<file path="src/rtl/core_readout_pkg.sv">
// rtl/core_readout_pkg.sv - shared types and word-layout helpers for the core region readout
package core_readout_pkg;

    typedef enum logic [1:0] {
        RD_IDLE = 2'd0,
        RD_SCAN = 2'd1,
        RD_EOE  = 2'd2
    } rd_state_e;

    localparam logic RR_FIXED = 1'b0;
    localparam logic RR_ROUND = 1'b1;

    // Output word layout, LSB first: ToT (NPIX*TOT_W), RegAddr (RA_W), TrigId (TRIG_W), Eoe (1)
    function automatic int addr_lsb(input int npix, input int tot_w);
        return npix * tot_w;
    endfunction

    function automatic int trig_lsb(input int ra_w, input int npix, input int tot_w);
        return ra_w + addr_lsb(npix, tot_w);
    endfunction

    function automatic int eoe_bit(input int trig_w, input int ra_w, input int npix, input int tot_w);
        return trig_w + trig_lsb(ra_w, npix, tot_w);
    endfunction

endpackage

</file>
<file path="src/rtl/core_readout_fifo.sv">
// rtl/core_readout_fifo.sv - synchronous output FIFO with head taken straight from storage registers
module core_readout_fifo
    import core_readout_pkg::*;
#(
    parameter int DW    = 26,
    parameter int DEPTH = 4
) (
    input  logic          i_clk,
    input  logic          i_rst_n,
    input  logic          i_push,
    input  logic [DW-1:0] i_push_data,
    output logic          o_full,
    input  logic          i_pop,
    output logic          o_empty,
    output logic [DW-1:0] o_head
);

    localparam int AW = $clog2(DEPTH);

    logic [DW-1:0] r_mem [DEPTH];
    logic [AW-1:0] r_wr_ptr;
    logic [AW-1:0] r_rd_ptr;
    logic [AW:0]   r_count;
    logic          w_push_ok;
    logic          w_pop_ok;

    // Full is judged on the current occupancy, so a pop never makes room for a same-cycle push
    assign o_full    = (r_count == (AW+1)'(DEPTH));
    assign o_empty   = (r_count == '0);
    assign o_head    = r_mem[r_rd_ptr];
    assign w_push_ok = i_push && !o_full;
    assign w_pop_ok  = i_pop && !o_empty;

    // Storage, pointers and occupancy; memory is cleared so the head reads zero out of reset
    always_ff @(posedge i_clk or negedge i_rst_n) begin
        if (!i_rst_n) begin
            for (int i = 0; i < DEPTH; i++) begin
                r_mem[i] <= '0;
            end
            r_wr_ptr <= '0;
            r_rd_ptr <= '0;
            r_count  <= '0;
        end else begin
            if (w_push_ok) begin
                r_mem[r_wr_ptr] <= i_push_data;
                r_wr_ptr        <= r_wr_ptr + 1'b1;
            end
            if (w_pop_ok) begin
                r_rd_ptr <= r_rd_ptr + 1'b1;
            end
            if (w_push_ok && !w_pop_ok) begin
                r_count <= r_count + 1'b1;
            end else if (!w_push_ok && w_pop_ok) begin
                r_count <= r_count - 1'b1;
            end
        end
    end

endmodule

</file>
<file path="src/rtl/core_region_readout_arbiter.sv">
// rtl/core_region_readout_arbiter.sv - snapshot arbiter packing pending regions into tagged FIFO words
module core_region_readout_arbiter
    import core_readout_pkg::*;
#(
    parameter int NREG       = 16,
    parameter int NPIX       = 4,
    parameter int TOT_W      = 4,
    parameter int TRIG_W     = 5,
    parameter int FIFO_DEPTH = 4
) (
    input  logic                                           i_clk,
    input  logic                                           i_rst_n,
    input  logic                                           i_rr_mode,
    input  logic                                           i_read_req,
    input  logic [TRIG_W-1:0]                              i_trig_id,
    input  logic [NREG-1:0]                                i_reg_req,
    input  logic [NREG*NPIX*TOT_W-1:0]                     i_reg_data,
    output logic [NREG-1:0]                                o_reg_grant,
    output logic                                           o_busy,
    output logic                                           o_out_valid,
    input  logic                                           i_out_ready,
    output logic [1+TRIG_W+$clog2(NREG)+NPIX*TOT_W-1:0]    o_out_data
);

    localparam int RA_W     = $clog2(NREG);
    localparam int RW       = NPIX * TOT_W;
    localparam int DW       = 1 + TRIG_W + RA_W + RW;
    localparam int ADDR_LSB = addr_lsb(NPIX, TOT_W);
    localparam int TRIG_LSB = trig_lsb(RA_W, NPIX, TOT_W);
    localparam int EOE_BIT  = eoe_bit(TRIG_W, RA_W, NPIX, TOT_W);

    rd_state_e         r_state;
    rd_state_e         w_state_next;
    logic [NREG-1:0]   r_pend;
    logic [TRIG_W-1:0] r_trig;
    logic [RA_W-1:0]   r_ptr;

    logic [RA_W-1:0]   w_winner;
    logic [NREG-1:0]   w_onehot;
    logic [NREG-1:0]   w_pend_left;
    logic [RA_W-1:0]   w_ptr_next;
    logic [RW-1:0]     w_win_data;
    logic              w_grant_fire;
    logic              w_push;
    logic [DW-1:0]     w_push_data;
    logic              w_fifo_full;
    logic              w_fifo_empty;

    // Lowest set index wins
    function automatic logic [RA_W-1:0] pick_fixed(input logic [NREG-1:0] req);
        logic [RA_W-1:0] win;
        win = '0;
        for (int i = NREG - 1; i >= 0; i--) begin
            if (req[i]) win = RA_W'(i);
        end
        return win;
    endfunction

    // First set index at or above ptr, wrapping past the top region back to region 0
    function automatic logic [RA_W-1:0] pick_rotate(input logic [NREG-1:0] req, input logic [RA_W-1:0] ptr);
        logic [RA_W-1:0] win;
        logic            found;
        int              idx;
        win   = '0;
        found = 1'b0;
        for (int i = 0; i < NREG; i++) begin
            idx = int'(ptr) + i;
            if (idx >= NREG) idx = idx - NREG;
            if (!found && req[idx]) begin
                win   = RA_W'(idx);
                found = 1'b1;
            end
        end
        return win;
    endfunction

    assign w_winner     = (i_rr_mode == RR_ROUND) ? pick_rotate(r_pend, r_ptr) : pick_fixed(r_pend);
    assign w_onehot     = NREG'(1) << w_winner;
    assign w_pend_left  = r_pend & ~w_onehot;
    assign w_ptr_next   = (w_winner == RA_W'(NREG - 1)) ? '0 : w_winner + 1'b1;
    assign w_win_data   = i_reg_data[int'(w_winner) * RW +: RW];
    assign w_grant_fire = (r_state == RD_SCAN) && (r_pend != '0) && !w_fifo_full;
    assign o_busy       = (r_state != RD_IDLE);
    assign o_out_valid  = !w_fifo_empty;

    // State register
    always_ff @(posedge i_clk or negedge i_rst_n) begin
        if (!i_rst_n) begin
            r_state <= RD_IDLE;
        end else begin
            r_state <= w_state_next;
        end
    end

    // Next state; the last grant moves straight to EOE so the end word follows without a gap
    always_comb begin
        w_state_next = r_state;
        case (r_state)
            RD_IDLE: if (i_read_req) w_state_next = RD_SCAN;
            RD_SCAN: begin
                if (r_pend == '0) begin
                    w_state_next = RD_EOE;
                end else if (w_grant_fire && (w_pend_left == '0)) begin
                    w_state_next = RD_EOE;
                end
            end
            RD_EOE:  if (!w_fifo_full) w_state_next = RD_IDLE;
            default: w_state_next = RD_IDLE;
        endcase
    end

    // Grant strobe and FIFO push word for the current state
    always_comb begin
        o_reg_grant = '0;
        w_push      = 1'b0;
        w_push_data = '0;
        case (r_state)
            RD_SCAN: begin
                if (w_grant_fire) begin
                    o_reg_grant                       = w_onehot;
                    w_push                            = 1'b1;
                    w_push_data[TRIG_LSB +: TRIG_W]   = r_trig;
                    w_push_data[ADDR_LSB +: RA_W]     = w_winner;
                    w_push_data[0 +: RW]              = w_win_data;
                end
            end
            RD_EOE: begin
                if (!w_fifo_full) begin
                    w_push                            = 1'b1;
                    w_push_data[EOE_BIT]              = 1'b1;
                    w_push_data[TRIG_LSB +: TRIG_W]   = r_trig;
                end
            end
            default: ;
        endcase
    end

    // Event snapshot on request, pending-bit retirement and round-robin pointer on each grant
    always_ff @(posedge i_clk or negedge i_rst_n) begin
        if (!i_rst_n) begin
            r_pend <= '0;
            r_trig <= '0;
            r_ptr  <= '0;
        end else if ((r_state == RD_IDLE) && i_read_req) begin
            r_pend <= i_reg_req;
            r_trig <= i_trig_id;
        end else if (w_grant_fire) begin
            r_pend <= w_pend_left;
            r_ptr  <= w_ptr_next;
        end
    end

    core_readout_fifo #(
        .DW    (DW),
        .DEPTH (FIFO_DEPTH)
    ) u_fifo (
        .i_clk       (i_clk),
        .i_rst_n     (i_rst_n),
        .i_push      (w_push),
        .i_push_data (w_push_data),
        .o_full      (w_fifo_full),
        .i_pop       (i_out_ready),
        .o_empty     (w_fifo_empty),
        .o_head      (o_out_data)
    );

endmodule
</file>
<file path="config.mk">
export PLATFORM = sky130hd
export DESIGN_NAME = core_region_readout_arbiter
export DESIGN_NICKNAME = d
export VERILOG_FILES = /design/src/rtl/core_readout_pkg.sv /design/src/rtl/core_readout_fifo.sv /design/src/rtl/core_region_readout_arbiter.sv
export SDC_FILE = /design/constraint.sdc
export NUM_CORES = 1
export LEC_CHECK = 0
export CAP_MARGIN = 5
export CORE_UTILIZATION = 40
export CTS_CLUSTER_SIZE = 25
export DETAILED_ROUTE_END_ITERATION = 16
export PLACE_DENSITY_LB_ADDON = 0.12
export SKIP_LAST_GASP = 1
export SLEW_MARGIN = 30
export SYNTH_ARGS = -nofsm -noshare
export SYNTH_HDL_FRONTEND = slang
export SYNTH_HIERARCHICAL = 1
export SYNTH_SLANG_ARGS = --single-unit
</file>
<file path="constraint.sdc">
create_clock -name i_clk -period 12 [get_ports i_clk]
set_input_delay 2.4 -clock i_clk [delete_from_list [all_inputs] [get_ports i_clk]]
set_output_delay 2.4 -clock i_clk [all_outputs]
set_load 0.02 [all_outputs]
</file>
# Word level (Yosys, flattened, before mapping)
# Cells that the tools add are included.
word_totals:
  regBits: 138
  latchBits: 0
  mem_bits_rw: 0
  romBits: 0
  input_bits: 282
  out_inout_bits: 44
  elab_cells: 287
  memories: 0
classes:
  n_addsub: 36
  n_mul: 0
  div_mod_pow: 0
  magnitude_cmp: 35
  n_eq_ne: 7
  n_shift: 2
  muxes: 138
  bitwise_logic: 5
  reduce_logical: 53
ops:
  columns: ["op", "n"]
  rows:
  - ["less-than comparator 32 x 6 -> 1 bit (second input constant)", 16]
  - ["two-way mux 32 bit", 16]
  - ["variable part select 256 x 9 -> 16 bit", 1]
  - ["two-way mux 4 bit", 34]
  - ["bitwise mux 104 bit", 1]
  - ["subtractor 5 x 5 -> 6 bit (second input constant)", 15]
  - ["two-way mux 26 bit", 3]
  - [">= comparator 5 bit (second input constant)", 15]
  - ["binary-select mux 1 bit (select 4 bit)", 16]
  - ["two-way mux 16 bit", 4]
  - ["binary-select mux 26 bit (select 2 bit)", 1]
  - ["demux 26 bit (select 2 bit)", 1]
  - ["two-way mux 1 bit", 50]
  - ["adder 4 x 4 -> 5 bit (second input constant)", 8]
  - ["zero test 16 bit", 2]
  - ["two-way mux 25 bit", 1]
  - ["logical AND 1 bit", 24]
  - ["adder 4 x 3 -> 5 bit (second input constant)", 4]
  - ["two-way mux 20 bit", 1]
  - ["zero test 1 bit", 19]
  - ["AND 16 bit", 1]
  - ["inverter 16 bit", 1]
  - ["nonzero test 16 bit", 1]
  - ["<< shifter 1 x 4 -> 16 bit (first input constant)", 1]
  - ["29 further kinds", 40]

# Longest topological paths before layout
depth:
  word_depth: 60
  ltp_mapped: 27

# Hierarchy
# Netlist, hierarchy kept.
by_module_without_submodules:
  columns: ["mod", "instances", "cells_each", "area_per_inst_um2"]
  rows:
  - ["core_region_readout_arbiter", 1, 892, 7005.5]
  - ["core_readout_fifo", 1, 286, 4914.7]

# Worst setup path after synthesis
# Ideal clock, no wire load.
synth_path:
  path_type: "reg-to-output"
  startpoint: "register r_ptr[1]"
  endpoint: "output o_reg_grant[3]"
  t_arrival_ns: 6.098
  setup_slack_ns: 3.502
  stages_incl_launch_ff: 21
  path_cell_list: "dfrtp_1 > buf_2 > buf_2 > clkbuf_1 > inv_1 > ha_1 > clkbuf_1 > mux4_2 > mux2_4 > nor4_4 > nand4_4 > a211oi_1 > o22ai_1 > nor2_1 > buf_2 > buf_2 > buf_1 > buf_2 > ha_1 > inv_1 > nor4_1"
synth_between:
  elab_chain_len: 55
  word_cells_on_any_way: 176
  classes_between: "add/sub: 31; order compare: 16; shift: 1; mux: 98; reduce/logical: 30"
synth_rtl:
  columns: ["element", "line", "text"]
  rows:
  - ["start: declaration", "core_region_readout_arbiter.sv:36", "logic [RA_W-1:0] r_ptr;"]
  - ["start signal: assignment", "core_region_readout_arbiter.sv:149", "r_ptr <= w_ptr_next;"]
  - ["parallel branches: the longest is 50 deep, another holds subtractor 5 x 5 -> 6 bit", null, null]
  - ["two-way mux 4 bit (*)", "core_region_readout_arbiter.sv:69", "if (!found && req[idx]) begin"]
  - ["two-way mux 4 bit (*)", "core_region_readout_arbiter.sv:77", "assign w_winner = (i_rr_mode == RR_ROUND) ? pick_rotate(r_pend, r_ptr) : pick_fixed(r_pend);"]
  - ["<< shifter 1 x 4 -> 16 bit (*)", "core_region_readout_arbiter.sv:78", "assign w_onehot = NREG'(1) << w_winner;"]
  - ["two-way mux 16 bit (*)", "core_region_readout_arbiter.sv:119", "if (w_grant_fire) begin"]
  - ["two-way mux 16 bit (*)", "core_region_readout_arbiter.sv:117", "case (r_state)"]
  - ["end: declaration", "core_region_readout_arbiter.sv:18", "output logic [NREG-1:0] o_reg_grant,"]
# Every way passes the cells marked *. The select of a mux whose other input is x is not followed.

# Final worst setup path
layout_path:
  startpoint: "register r_ptr[1]"
  endpoint: "output o_reg_grant[9]"
# The elaborated chain is that of the path after synthesis.

==> results.sh <==
export IMPL_worst_pin_slew_ns=0.926
export IMPL_ys_seq_area_share_pct=29.0
export IMPL_ant_nets=0
export IMPL_synthToLayoutAreaGrowth_pct=32.5
export IMPL_finalHoldViolCount=0
export IMPL_start_util_pct=41.1
export IMPL_die_h_um=175
export IMPL_maxCapViolations=0
export IMPL_yosys_warnings=6
export IMPL_final_fill_count=2605
export IMPL_row_count=62
export IMPL_hold_class="reg2reg"
export IMPL_overflow=0
export IMPL_clock_skew_ns=0.0109
export IMPL_synth_seq_cells=138
export IMPL_regArea_sq_mm=0.00346
export IMPL_coreArea_sq_mm=0.0290
export IMPL_synth_ff_type="dfrtp_1"
export IMPL_cts_sinks=138
export IMPL_crit_required_ns=9.60
export IMPL_grtUsageMet3_pct=4.00
export IMPL_yosysMostFrequentCell="dfrtp_1"
export IMPL_postSynthCellCount=1178
export IMPL_die_area_sq_mm=0.0305
export IMPL_run_status="finished clean"
export IMPL_min_period_ns=9.64
export IMPL_worst_path_most_repeated_cell="nand2_1"
export IMPL_cp_start_kind="flip-flop"
export IMPL_slew_violations=0
export IMPL_clockRootBuffer="clkbuf_16"
export IMPL_grt_util_met1_pct=39.6
export IMPL_path_cells="buf_4, ha_1, xor2_1, mux4_2, mux2i_1, and3_1, nand3_1, o21a_1, a2111oi_1, or2_2, nand2_1, inv_1, nand2_1, nor2_1, clkdlybuf4s50_1"
export IMPL_antenna_found_initial=3
export IMPL_wl_per_cell_um=23.3
export IMPL_grt_pass1_vias=10600
export IMPL_post_cts_setup_buffers=0
export IMPL_drtIter0Drc=810
export IMPL_slew_headroom_pct=38.2
export IMPL_gp_congestion=0.990
export IMPL_drc=0
export IMPL_hpwl_mm=32.0
export IMPL_grt_max_degree=184
export IMPL_clock_latency_ns=0.42
export IMPL_met2_usage_pct=45.1
export IMPL_synth_edf_count=0
export IMPL_crit_slowest_cell="or2_2"
export IMPL_cts_made_buffers=17
export IMPL_fin_nets=1731
export IMPL_synth_fp_nets=1479
export IMPL_async_reset_ff_share_pct=100
export IMPL_max_freq_ghz=0.104
export IMPL_cts_resized_gates=0
export IMPL_synth_cell_area_sq_mm=0.0119
export IMPL_cts_max_level=4
export IMPL_path_class="reg2out"
export IMPL_tns_ns=0
export IMPL_vias=10700
export IMPL_first_pass_iters=5
export IMPL_setup_viol_count_final=0
export IMPL_multi_input_area_sq_mm=0.00777
export IMPL_clockBufferDepth=2
export IMPL_die_w_um=175
export IMPL_cp_buffers_inverters=3
export IMPL_io_buffers=325
export IMPL_critPathMaxStageDelay_ns=0.83
export IMPL_avgSynthCellArea_sq_um=10.1
export IMPL_holdBufCountCts=0
export IMPL_synth_top_area_share_pct=29.0
export IMPL_ios=326
export IMPL_critPathArrivalTime_ns=7.24
export IMPL_viasPerCell=5.86
export IMPL_drive_gt1_share_pct=18.4
export IMPL_cts_clk_slew_worst_paths_ns=0.07
export IMPL_path_max_fanout=46
export IMPL_yosys_top_cells_area="dfrtp_1 29%, mux2_2 12%, mux4_2 11%, mux2i_1 8.3%, a211oi_1 5.7%"
export IMPL_busiest_layer="met2"
export IMPL_drt_total_wl_mm=42.7
export IMPL_yosys_area_top_type="dfrtp_1"
export IMPL_rsz0062_at_grt="no"
export IMPL_cp_end_kind="primary output"
export IMPL_crit_family="simple AND/OR/NAND/NOR gates"
export IMPL_period_share_pct=80.3
export IMPL_cts_tree="built"
export IMPL_synth_commonest_cells="138 x dfrtp_1, 127 x mux2_2, 99 x mux2i_1, 92 x nand2_1, 90 x a211oi_1"
export IMPL_grt_pass1_wl_mm=65.2
export IMPL_yosysUniqueCellTypes=82
export IMPL_track_usage_pct=27.9
-- through the flow --
step                worst slack (ns)  cell area, sq um  std cells  util, %  hold WS, ns
global placement                2.75             15200       1795     52.4        0.456
floorplan                       3.50             11900       1178        -        0.437
CTS                             2.09             15800       1827     54.4        0.477
finish                          2.36             15800       1829     54.4        0.474
detailed placement              2.54             15200       1795     52.4        0.459
global route                    1.85             15800       1828     54.4        0.515
-- cells in the final DEF, fill, tap and decap left out, types with 6 or more instances in the layout --
cell and count:
a211o_1 8, a211oi_1 90, a21o_1 6, a21oi_1 65, and2_1 9, buf_4 13, clkbuf_16 17, clkdlybuf4s50_1 324
dfrtp_1 136, ha_1 18, inv_1 28, inv_6 6, mux2_2 127, mux2i_1 99, mux4_2 59, nand2_1 92
nand3_1 10, nor2_1 49, nor2b_1 59, nor3_1 13, o211a_1 8, o21ai_0 30, o22ai_1 14, o311a_1 7
o31ai_1 12, o32ai_1 6, xnor2_1 9, xor2_1 8
-- state kept, by name (all words and copies together) (netlist names) --
name             flops
r_pend              16
r_ptr                4
r_trig               5
u_fifo/r_mem       104
r_state              2
u_fifo/r_wr_ptr      2
u_fifo/r_rd_ptr      2
u_fifo/r_count       3
-- metal layers --
| layer | part of all wire [%] | up-vias |
|---|---|---|
| li1 | - | 4976 |
| met1 | 45 | 5314 |
| met5 | 0.021 | - |
| met3 | 5.5 | 58 |
| met2 | 47 | 374 |
| met4 | 1.8 | 2 |
-- cell families after synthesis --
group                      count (synthesis)  share of synthesized area (%)
muxes                                    288                           31.8
buffers and inverters                    137                           6.04
and+or+nand+nor                          277                           11.9
xor gates and xnor gates                  17                           1.25
AOI/OAI and AO/OA                        302                           18.0
DFF                                      138                           29.0
adders and majority gates                 19                           2.06
-- worst reg2reg max path: stages, from the launching register on --
cell	delay, ns
dfrtp_1	0.34
buf_4	0.48
ha_1	0.32
xor2_1	0.56
mux4_2	0.48
mux2_4	0.37
nor4_4	0.45
nand2_1	0.28
o311ai_0	0.47
a21oi_1	0.18
a211oi_4	0.63
buf_12	0.70
mux2i_1	0.54
a21oi_1	0.15
o21a_1	0.22
a221oi_1	0.21
o22ai_1	0.22
mux2_2	0.34
-- layout make-up --
type | instances | share of cell area (%)
sequential | 138 | 21.9
inverter | 30 | 0.713
timing repair buffer | 340 | 21.4
antenna | 2 | 0.0317
clock buffer | 17 | 2.69
multi-input combinational | 903 | 49.2
clock inverter | 15 | 0.998
tap | 384 | 3.04
-- path summary, 6_finish.rpt --
path	startpoint	endpoint	slack [ns]	cells after the start
min reg2reg	r_trig[2]$_DFFE_PN0P_	r_trig[2]$_DFFE_PN0P_	0.47	2
max in group asynchronous	i_rst_n	u_fifo/r_rd_ptr[0]$_DFFE_PN0P_	8.70	2
max	r_ptr[1]$_DFFE_PN0P_	o_reg_grant[9]	2.36	15
min	r_trig[2]$_DFFE_PN0P_	r_trig[2]$_DFFE_PN0P_	0.47	2
min in group asynchronous	i_rst_n	r_trig[0]$_DFFE_PN0P_	2.01	1
max reg2reg	r_ptr[1]$_DFFE_PN0P_	u_fifo/r_mem[3]$_DFFE_PN0P_	4.94	17
Power is not shown: default switching activity piles up to over one toggle a cycle in this logic, so the estimate is an artifact.
==> RTL change: new RTL, same flow settings <==
`NPIX`: 4 -> 3.
--- a/src/rtl/core_region_readout_arbiter.sv
+++ b/src/rtl/core_region_readout_arbiter.sv
@@ -3,7 +3,7 @@
     import core_readout_pkg::*;
 #(
     parameter int NREG       = 16,
-    parameter int NPIX       = 4,
+    parameter int NPIX       = 3,
     parameter int TOT_W      = 4,
     parameter int TRIG_W     = 5,
     parameter int FIFO_DEPTH = 4
Ports: changed (resized i_reg_data and o_out_data); port bits go from 326 to 258. No check against the original RTL was run, so the function may have changed too.
==> RTL change against the original RTL <==
Routed wire length fell by 16%. Setup slack better by 6.5 ps. Highest routed layer is now met4. Largest cell class unchanged. Maximum frequency about the same. Final area fell by 13%. Sequential share of layout area grew 0.44 points. Synthesized cell count shrank 11%. Sequential cell count fell by 16. Register-to-register slack worse by 750 ps. Synthesized area decreased by 12%.
Power is left out: the tool's default activity adds up to more than one toggle a clock period on the data nets, which glitch-free logic cannot reach.
==> RTL change: results (changes against the original RTL) <==
metric	value	unit	change
NonClk Buf Share	0.197		was 0.214
Top Registers	u_fifo/r_mem (88), r_pend (16), r_trig (5)		was u_fifo/r_mem (104), r_pend (16), r_trig (5)
wire length per cell	22.5	µm	was 23.3 µm
worst r2r dst	u_fifo/r_mem[74]		was u_fifo/r_mem[3]
worst setup path end	o_reg_grant[11]		was o_reg_grant[9]
Avg Inst Size Synth	10.0	µm²	was 10.1 µm²
Synth area leaders	dfrtp_1, mux2_2, mux4_2, mux2i_1, a211oi_1		unchanged
PortBufs	257		was 325
slew of the pin with the lowest slew margin	938	ps	was 926 ps
R2R depth	19		was 17
post-synthesis sequential area ratio	0.292		was 0.290
global-route wire length before repair	54800	µm	was 65200 µm
Via density	5.90		was 5.86
vias in the first global route	9355		was 10600
largest net degree at the start of global routing	100		was 184
Plain + repair buffers	273		was 340
clock buffers	19		was 17
Nets	1484		was 1731
#FFs+latches synth	122		was 138
Critical Path AT	7230	ps	was 7240 ps
DRT iter0 DRCs	724		was 810
multi-input logic cell count	812		was 903
initial antenna violation count	2		was 3
Compound-Gate Fraction of Synth Area	0.179		was 0.180
adder-cell area share of the yosys netlist	0.0235		was 0.0206
status	finished, final reports clean		unchanged
sequential fraction of total cell area	0.223		was 0.219
GRT Resource Usage Total	0.269		was 0.279
Routability Congestion	0.878		was 0.990
Inverters	21		was 30
Post-Syn Nets	1280		was 1479
max incr delay on CP	790	ps	was 830 ps
dpl hpwl	26700	µm	was 32000 µm
layout cells sized above 1	0.180		was 0.184
Worst path slowest cell	ha_1		was or2_2
final non-filler cell total	1592		was 1829
Yosys cell types	84		was 82
clock skew	8.45	ps	was 10.9 ps
Multi-input gate area	0.00690	mm²	was 0.00777 mm²
Commonest cells post-synth	dfrtp_1, mux2_2, a211oi_1, nand2_1, mux2i_1		was dfrtp_1, mux2_2, mux2i_1
## RTL change: per-layer routing
layer  track usage  share of wire  routed length [µm]
met2         0.439           0.48               17200
met3        0.0386          0.055                1950
met1         0.372           0.45               15900
met5             0              0                   0
met4        0.0724          0.020                 722
## RTL change: cells by family (layout without fill, tap and decap cells)
family                     count (synthesis)  in the layout
DFF                                      122            122
and+or+nand+nor                          280            280
AOI/OAI and AO/OA                        256            256
xor gates and xnor gates                  20             20
adders and majority gates                 19             19
buffers and inverters                    109            326
other                                      0              2
muxes                                    237            237
## RTL change: per-stage QoR
stage	hold slack, ps	worst slack (ps)	util	cell area, µm²
final	464	2370	0.538	13700
after detailed placement	456	2700	0.517	13100
after floorplan	437	4260	-	10400
after CTS	470	2250	0.538	13700
after global placement	450	2790	0.517	13100
after global routing	488	2000	0.538	13700
## RTL change: worst min-delay path, delay by kind of cell, from the launching register on
family	cells	cell delay [ps]
DFF	1	330
and+or+nand+nor	2	100
